[config.mk]
export PLATFORM = sky130hd
export DESIGN_NAME = int_controller
export DESIGN_NICKNAME = d
export VERILOG_FILES = /design/src/rtl/int_controller.sv
export SDC_FILE = /design/constraint.sdc
export NUM_CORES = 1
export LEC_CHECK = 0
export BUFFER_PORTS_ARGS = -buffer_cell sky130_fd_sc_hd__buf_2
export CORE_ASPECT_RATIO = 2
export CORE_MARGIN = 5
export CORE_UTILIZATION = 45
export DETAILED_ROUTE_END_ITERATION = 8
export GPL_TIMING_DRIVEN = 0
export PLACE_DENSITY_LB_ADDON = 0.05
export SYNTH_ARGS = -nofsm -noshare
export SYNTH_HDL_FRONTEND = slang
export SYNTH_SLANG_ARGS = --single-unit
[constraint.sdc]
create_clock -name clk -period 5.24 [get_ports clk]
set_input_delay 0.262 -clock clk [delete_from_list [all_inputs] [get_ports clk]]
set_output_delay 0.262 -clock clk [all_outputs]
set_load 0.01 [all_outputs]
[src/rtl/int_controller.sv]
// rtl/int_controller.sv - single-level edge-triggered interrupt controller
// Fixed-priority selection (index 0 highest) feeding a REQ/SERVICE handshake with the CPU.
module int_controller #(
  parameter int          N_IRQ      = 8,
  parameter logic [9:0]  VEC_BASE   = 10'h3C0,
  parameter int          VEC_STRIDE = 4
) (
  input  logic             clk,
  input  logic             reset,
  input  logic [N_IRQ-1:0] irq,
  input  logic             gie,
  input  logic             we_mask,
  input  logic [N_IRQ-1:0] mask_in,
  input  logic             int_ack,
  input  logic             iret,
  output logic             int_req,
  output logic [7:0]       int_vec,
  output logic [9:0]       int_addr,
  output logic [N_IRQ-1:0] pending,
  output logic             in_service,
  output logic             spur_iret
);

  typedef enum logic [1:0] {
    IDLE    = 2'd0,
    REQ     = 2'd1,
    SERVICE = 2'd2
  } state_t;

  state_t           state;
  state_t           state_nx;
  logic [N_IRQ-1:0] s1;
  logic [N_IRQ-1:0] s2;
  logic [N_IRQ-1:0] s3;
  logic [N_IRQ-1:0] mask;
  logic [N_IRQ-1:0] rise;
  logic [N_IRQ-1:0] eligible;
  logic [N_IRQ-1:0] clr;
  logic [7:0]       elig8;
  logic [2:0]       sel;
  logic [2:0]       idx_q;
  logic             ack_hit;
  logic             active;

  // s1/s2 resynchronise the async lines; s3 only exists to detect the rising edge.
  assign rise     = s2 & ~s3;
  assign eligible = pending & mask & {N_IRQ{gie}};
  assign elig8    = 8'(eligible);
  assign ack_hit  = (state == REQ) && int_ack;

  always_comb begin
    sel = 3'd0;
    for (int i = N_IRQ - 1; i >= 0; i--) begin
      if (eligible[i]) sel = 3'(i);
    end
  end

  always_comb begin
    clr = '0;
    for (int i = 0; i < N_IRQ; i++) begin
      clr[i] = ack_hit && (idx_q == 3'(i));
    end
  end

  always_comb begin
    state_nx = state;
    case (state)
      IDLE:    if (|eligible) state_nx = REQ;
      // The latched index is kept even if a higher-priority source arrives meanwhile.
      REQ: begin
        if (int_ack)             state_nx = SERVICE;
        else if (!elig8[idx_q])  state_nx = IDLE;
      end
      SERVICE: if (iret) state_nx = IDLE;
      default: state_nx = IDLE;
    endcase
  end

  always_ff @(posedge clk) begin
    if (reset) begin
      s1        <= '0;
      s2        <= '0;
      s3        <= '0;
      pending   <= '0;
      mask      <= '0;
      idx_q     <= 3'd0;
      state     <= IDLE;
      spur_iret <= 1'b0;
    end else begin
      s1        <= irq;
      s2        <= s1;
      s3        <= s2;
      // A new edge in the same cycle as the ack-clear keeps the bit pending.
      pending   <= (pending & ~clr) | rise;
      if (we_mask) mask <= mask_in;
      state     <= state_nx;
      if (state == IDLE && state_nx == REQ) idx_q <= sel;
      spur_iret <= iret && (state != SERVICE);
    end
  end

  assign active     = (state == REQ) || (state == SERVICE);
  assign int_req    = (state == REQ);
  assign in_service = (state == SERVICE);
  assign int_vec    = active ? {5'b10000, idx_q} : 8'h00;
  assign int_addr   = active ? (VEC_BASE + 10'(idx_q) * 10'(VEC_STRIDE)) : 10'h000;

endmodule

==> Implementation_results.wiki <==
{| class="wikitable"
! Metric !! Value
|-
| Run status || finished clean
|-
| Clock-pin slew of the registers on the worst-case setup and hold paths || 0.08 ns
|-
| Routed wire length || 4.32 mm
|-
| Via count of the first global-routing pass || 1575
|-
| Root buf cell || sky130_fd_sc_hd__clkbuf_8
|-
| Kind of end point of the critical path || register
|-
| Max-Slew Margin vs Limit || a little over three fifths
|-
| Post-layout nets || 289
|-
| Inst Count DP || 310
|-
| Resize count post-CTS || 0
|-
| Fraction of the yosys area taken by sequential cells || 46.9%
|-
| CP Class || reg2reg
|-
| Post-route total power || 0.723 mW
|-
| Overall die area || 5870 µm²
|-
| Clk_skew || 0.00482 ns
|-
| Combined area of all synthesized cells || 1960 µm²
|-
| Maximum vdd ir drop || 0.218 mV
|-
| Via density per instance || 5.04
|-
| Max-cap viol count || 0
|-
| Die boundary height || 103 µm
|-
| Critical Path Slowest Stage Cell || sky130_fd_sc_hd__or4_1
|-
| Area share of the largest cell type after synthesis || ~47%
|-
| Number of buffers on the longest clock path || 2
|-
| Post-route minimum period || 2.24 ns
|-
| EDFF count, synth || 0
|-
| Leak || approximately 1.1 nW
|-
| Share of async-settable or async-resettable flops after synthesis || 0%
|-
| Routed wire per std cell || 13.6 µm
|-
| Starting density of the core || approximately 46%
|-
| Post-DP HPWL || between 3 and 4 mm
|-
| Setup repair after global routing missed its margin || no
|-
| Library cells used by synthesis || 42
|-
| Sum of negative setup slack || 0 ns
|-
| Max FO, Critical Path || 10
|-
| Aggregate global-route resource usage || 15.6%
|-
| Data arrival time of the critical path || 2.48 ns
|-
| Largest stage delay, worst path || 0.56 ns
|-
| Number of buffers created by CTS || 5
|-
| Detailed-routing iteration count for the pre-antenna-repair pass || 4
|-
| Final cell count without fillers || about 320
|-
| Top achievable clock speed || between 400 and 500 MHz
|-
| Min-Delay Startpoint || irq[0]
|-
| Critical Path Start Type || register
|-
| X dimension of the die || 56.7 µm
|-
| Number of synthesized register bits || 46
|-
| Remaining number of nets flagged by the antenna check after routing || 0
|-
| Largest net degree at the start of global routing || 14
|-
| Mean post-synth cell area || around 9.4 µm²
|-
| Slew @ Worst Pin || between 0.5 and 0.6 ns
|-
| Number of violations reported at the end of detailed-routing iteration 0 || 48
|-
| TritonCTS clock tree || yes
|-
| Site row count || 34
|-
| Final setup violation count || 0
|-
| CTS H-tree lvls || 2
|-
| Total power density per cell area || about 300 nW/µm²
|-
| Number of design rule violations left after detail routing || 0
|-
| Fin crit share || 42.8%
|-
| Count of boundary I/O pins || 51
|-
| Buffers on Ports || 42
|-
| Count leader, synth || sky130_fd_sc_hd__dfxtp_1
|-
| Number of antenna violations at the first check in global routing || 0
|-
| Via total after detailed routing || between 1.5k and 2k
|-
| Largest cells by area after synthesis || sky130_fd_sc_hd__dfxtp_1 (47%), sky130_fd_sc_hd__nor2b_1 (8.0%), sky130_fd_sc_hd__buf_4 (5.7%), sky130_fd_sc_hd__mux2i_1 (5.6%), sky130_fd_sc_hd__nand2b_1 (4.5%)
|-
| Clk Latency, worst-skew pair || 0.30 ns
|-
| Yosys warns || 0
|-
| Number of endpoints with negative hold slack in the final report || 0
|-
| Final global-route overflow total || 0
|-
| Hold Buf Count CTS || 0
|-
| Number of instances in the synthesized netlist || 208
|-
| Cell breakdown of the critical path || buf_2 > a311oi_1 > a311o_1 > o22ai_1 > or4_1 > a21oi_2 > mux2i_1
|-
| CTS sink count || 46
|-
| First-pass GRT wire length || 7.07 mm
|-
| Area growth from synthesis to final layout || 21.0%
|-
| Type of the worst min-delay path || in2reg
|-
| Setup crit start || idx_q[1]
|-
| Share of final-layout standard cells stronger than drive strength 1 || 27.0%
|-
| Total count of max-transition violations in the final report || 0
|-
| Required time of the worst setup path || 5.47 ns
|-
| Primary flip-flop cell chosen by synthesis mapping || sky130_fd_sc_hd__dfxtp_1
|-
| Post-CTS setup buffer count || 0
|-
| Synth area leader || sky130_fd_sc_hd__dfxtp_1
|-
| # diodes || 0
|-
| Routability congestion estimate from global placement || 0.938
|-
| Total core area || 4300 µm²
|-
| Commonest cells in the netlist || sky130_fd_sc_hd__dfxtp_1 (46), sky130_fd_sc_hd__nor2b_1 (25), sky130_fd_sc_hd__buf_4 (15), sky130_fd_sc_hd__nand2b_1 (14), sky130_fd_sc_hd__nand2_1 (13)
|-
| Reg-to-Reg Start || idx_q[1]
|}
[power by group]
| part | internal, mW | total (mW) | switching (mW) |
|---|---|---|---|
| logic | 0.0405 | 0.0811 | 0.0406 |
| clock network | 0.152 | 0.265 | 0.112 |
| registers | 0.365 | 0.377 | 0.0119 |
[state kept, by name (all words and copies together) (netlist names)]
name / count
idx_q: 3
s3: 8
s1: 8
mask: 8
spur_iret: 1
state: 2
s2: 8
pending: 8
[worst max-delay path, delay by kind of cell (launching register included)]
kind | cells | cell delay, ns
AND/OR/NAND/NOR | 1 | 0.56
AO/OA/AOI/OAI | 4 | 0.88
flip-flops | 1 | 0.33
multiplexers | 1 | 0.21
buffers and inverters | 1 | 0.19
[placed cells by master, fill, tap and decap left out, drive strengths merged, types with 2 or more instances in the layout]
| master | instances |
|---|---|
| a22oi | 3 |
| and2 | 4 |
| buf | 60 |
| nand2 | 13 |
| and3 | 2 |
| o21ai | 10 |
| a21oi | 11 |
| ha | 4 |
| conb | 7 |
| inv | 4 |
| nand3 | 4 |
| nand2b | 14 |
| nor3 | 2 |
| o31ai | 2 |
| nor2b | 25 |
| clkbuf | 12 |
| a311oi | 2 |
| mux2i | 11 |
| dfxtp | 46 |
| nor2 | 9 |
[area by class of cell]
| class | instances | area, µm² |
|---|---|---|
| Clock inverter | 1 | 30.0 |
| Timing Repair Buffer | 42 | 210 |
| Inverter | 4 | 15.0 |
| Clock buffer | 6 | 82.6 |
| Fill cell | 414 | 1920 |
| Sequential cell | 46 | 921 |
| Multi-Input combinational cell | 140 | 895 |
| Tap cell | 54 | 67.6 |
| Buffer | 24 | 156 |
[layer usage]
layer | wire length [µm] | up-vias | global-route usage [%]
met4 | 157 | 0 | 9.69
met5 | 0 | - | 0
li1 | - | 795 | -
met2 | 2390 | 50 | 30.7
met3 | 269 | 14 | 3.35
met1 | 1510 | 739 | 14.1
[stage by stage]
step | worst slack [ns] | utilization [%] | hold WS, ns | instance area, µm²
2_1_floorplan | 3.27 | - | 0.390 | 1990
6_report | 3.00 | 55.3 | 0.172 | 2380
3_5_place_dp | 3.00 | 52.7 | 0.428 | 2260
4_1_cts | 2.98 | 55.3 | 0.163 | 2380
3_3_place_gp | 3.00 | 52.7 | 0.418 | 2260
5_1_grt | 2.80 | 55.3 | 0.190 | 2380
[final timing paths]
path	endpoint	slack, ns	cells after the start
max reg2reg	idx_q[1]	3.00	7
max	idx_q[1]	3.00	7
min reg2reg	s2[2]	0.44	1
min	s1[0]	0.17	2
[cells by family after synthesis]
family	after synthesis	share of synthesized area, %
AND/OR/NAND/NOR	81	23.5
flip-flops	46	46.9
AO/OA/AOI/OAI	37	12.5
buffers and inverters	28	8.73
multiplexers	11	5.61
adder cells (fa/ha/maj)	4	2.55
other	1	0.191
No activity file was read; power rests on OpenSTA's default activity.
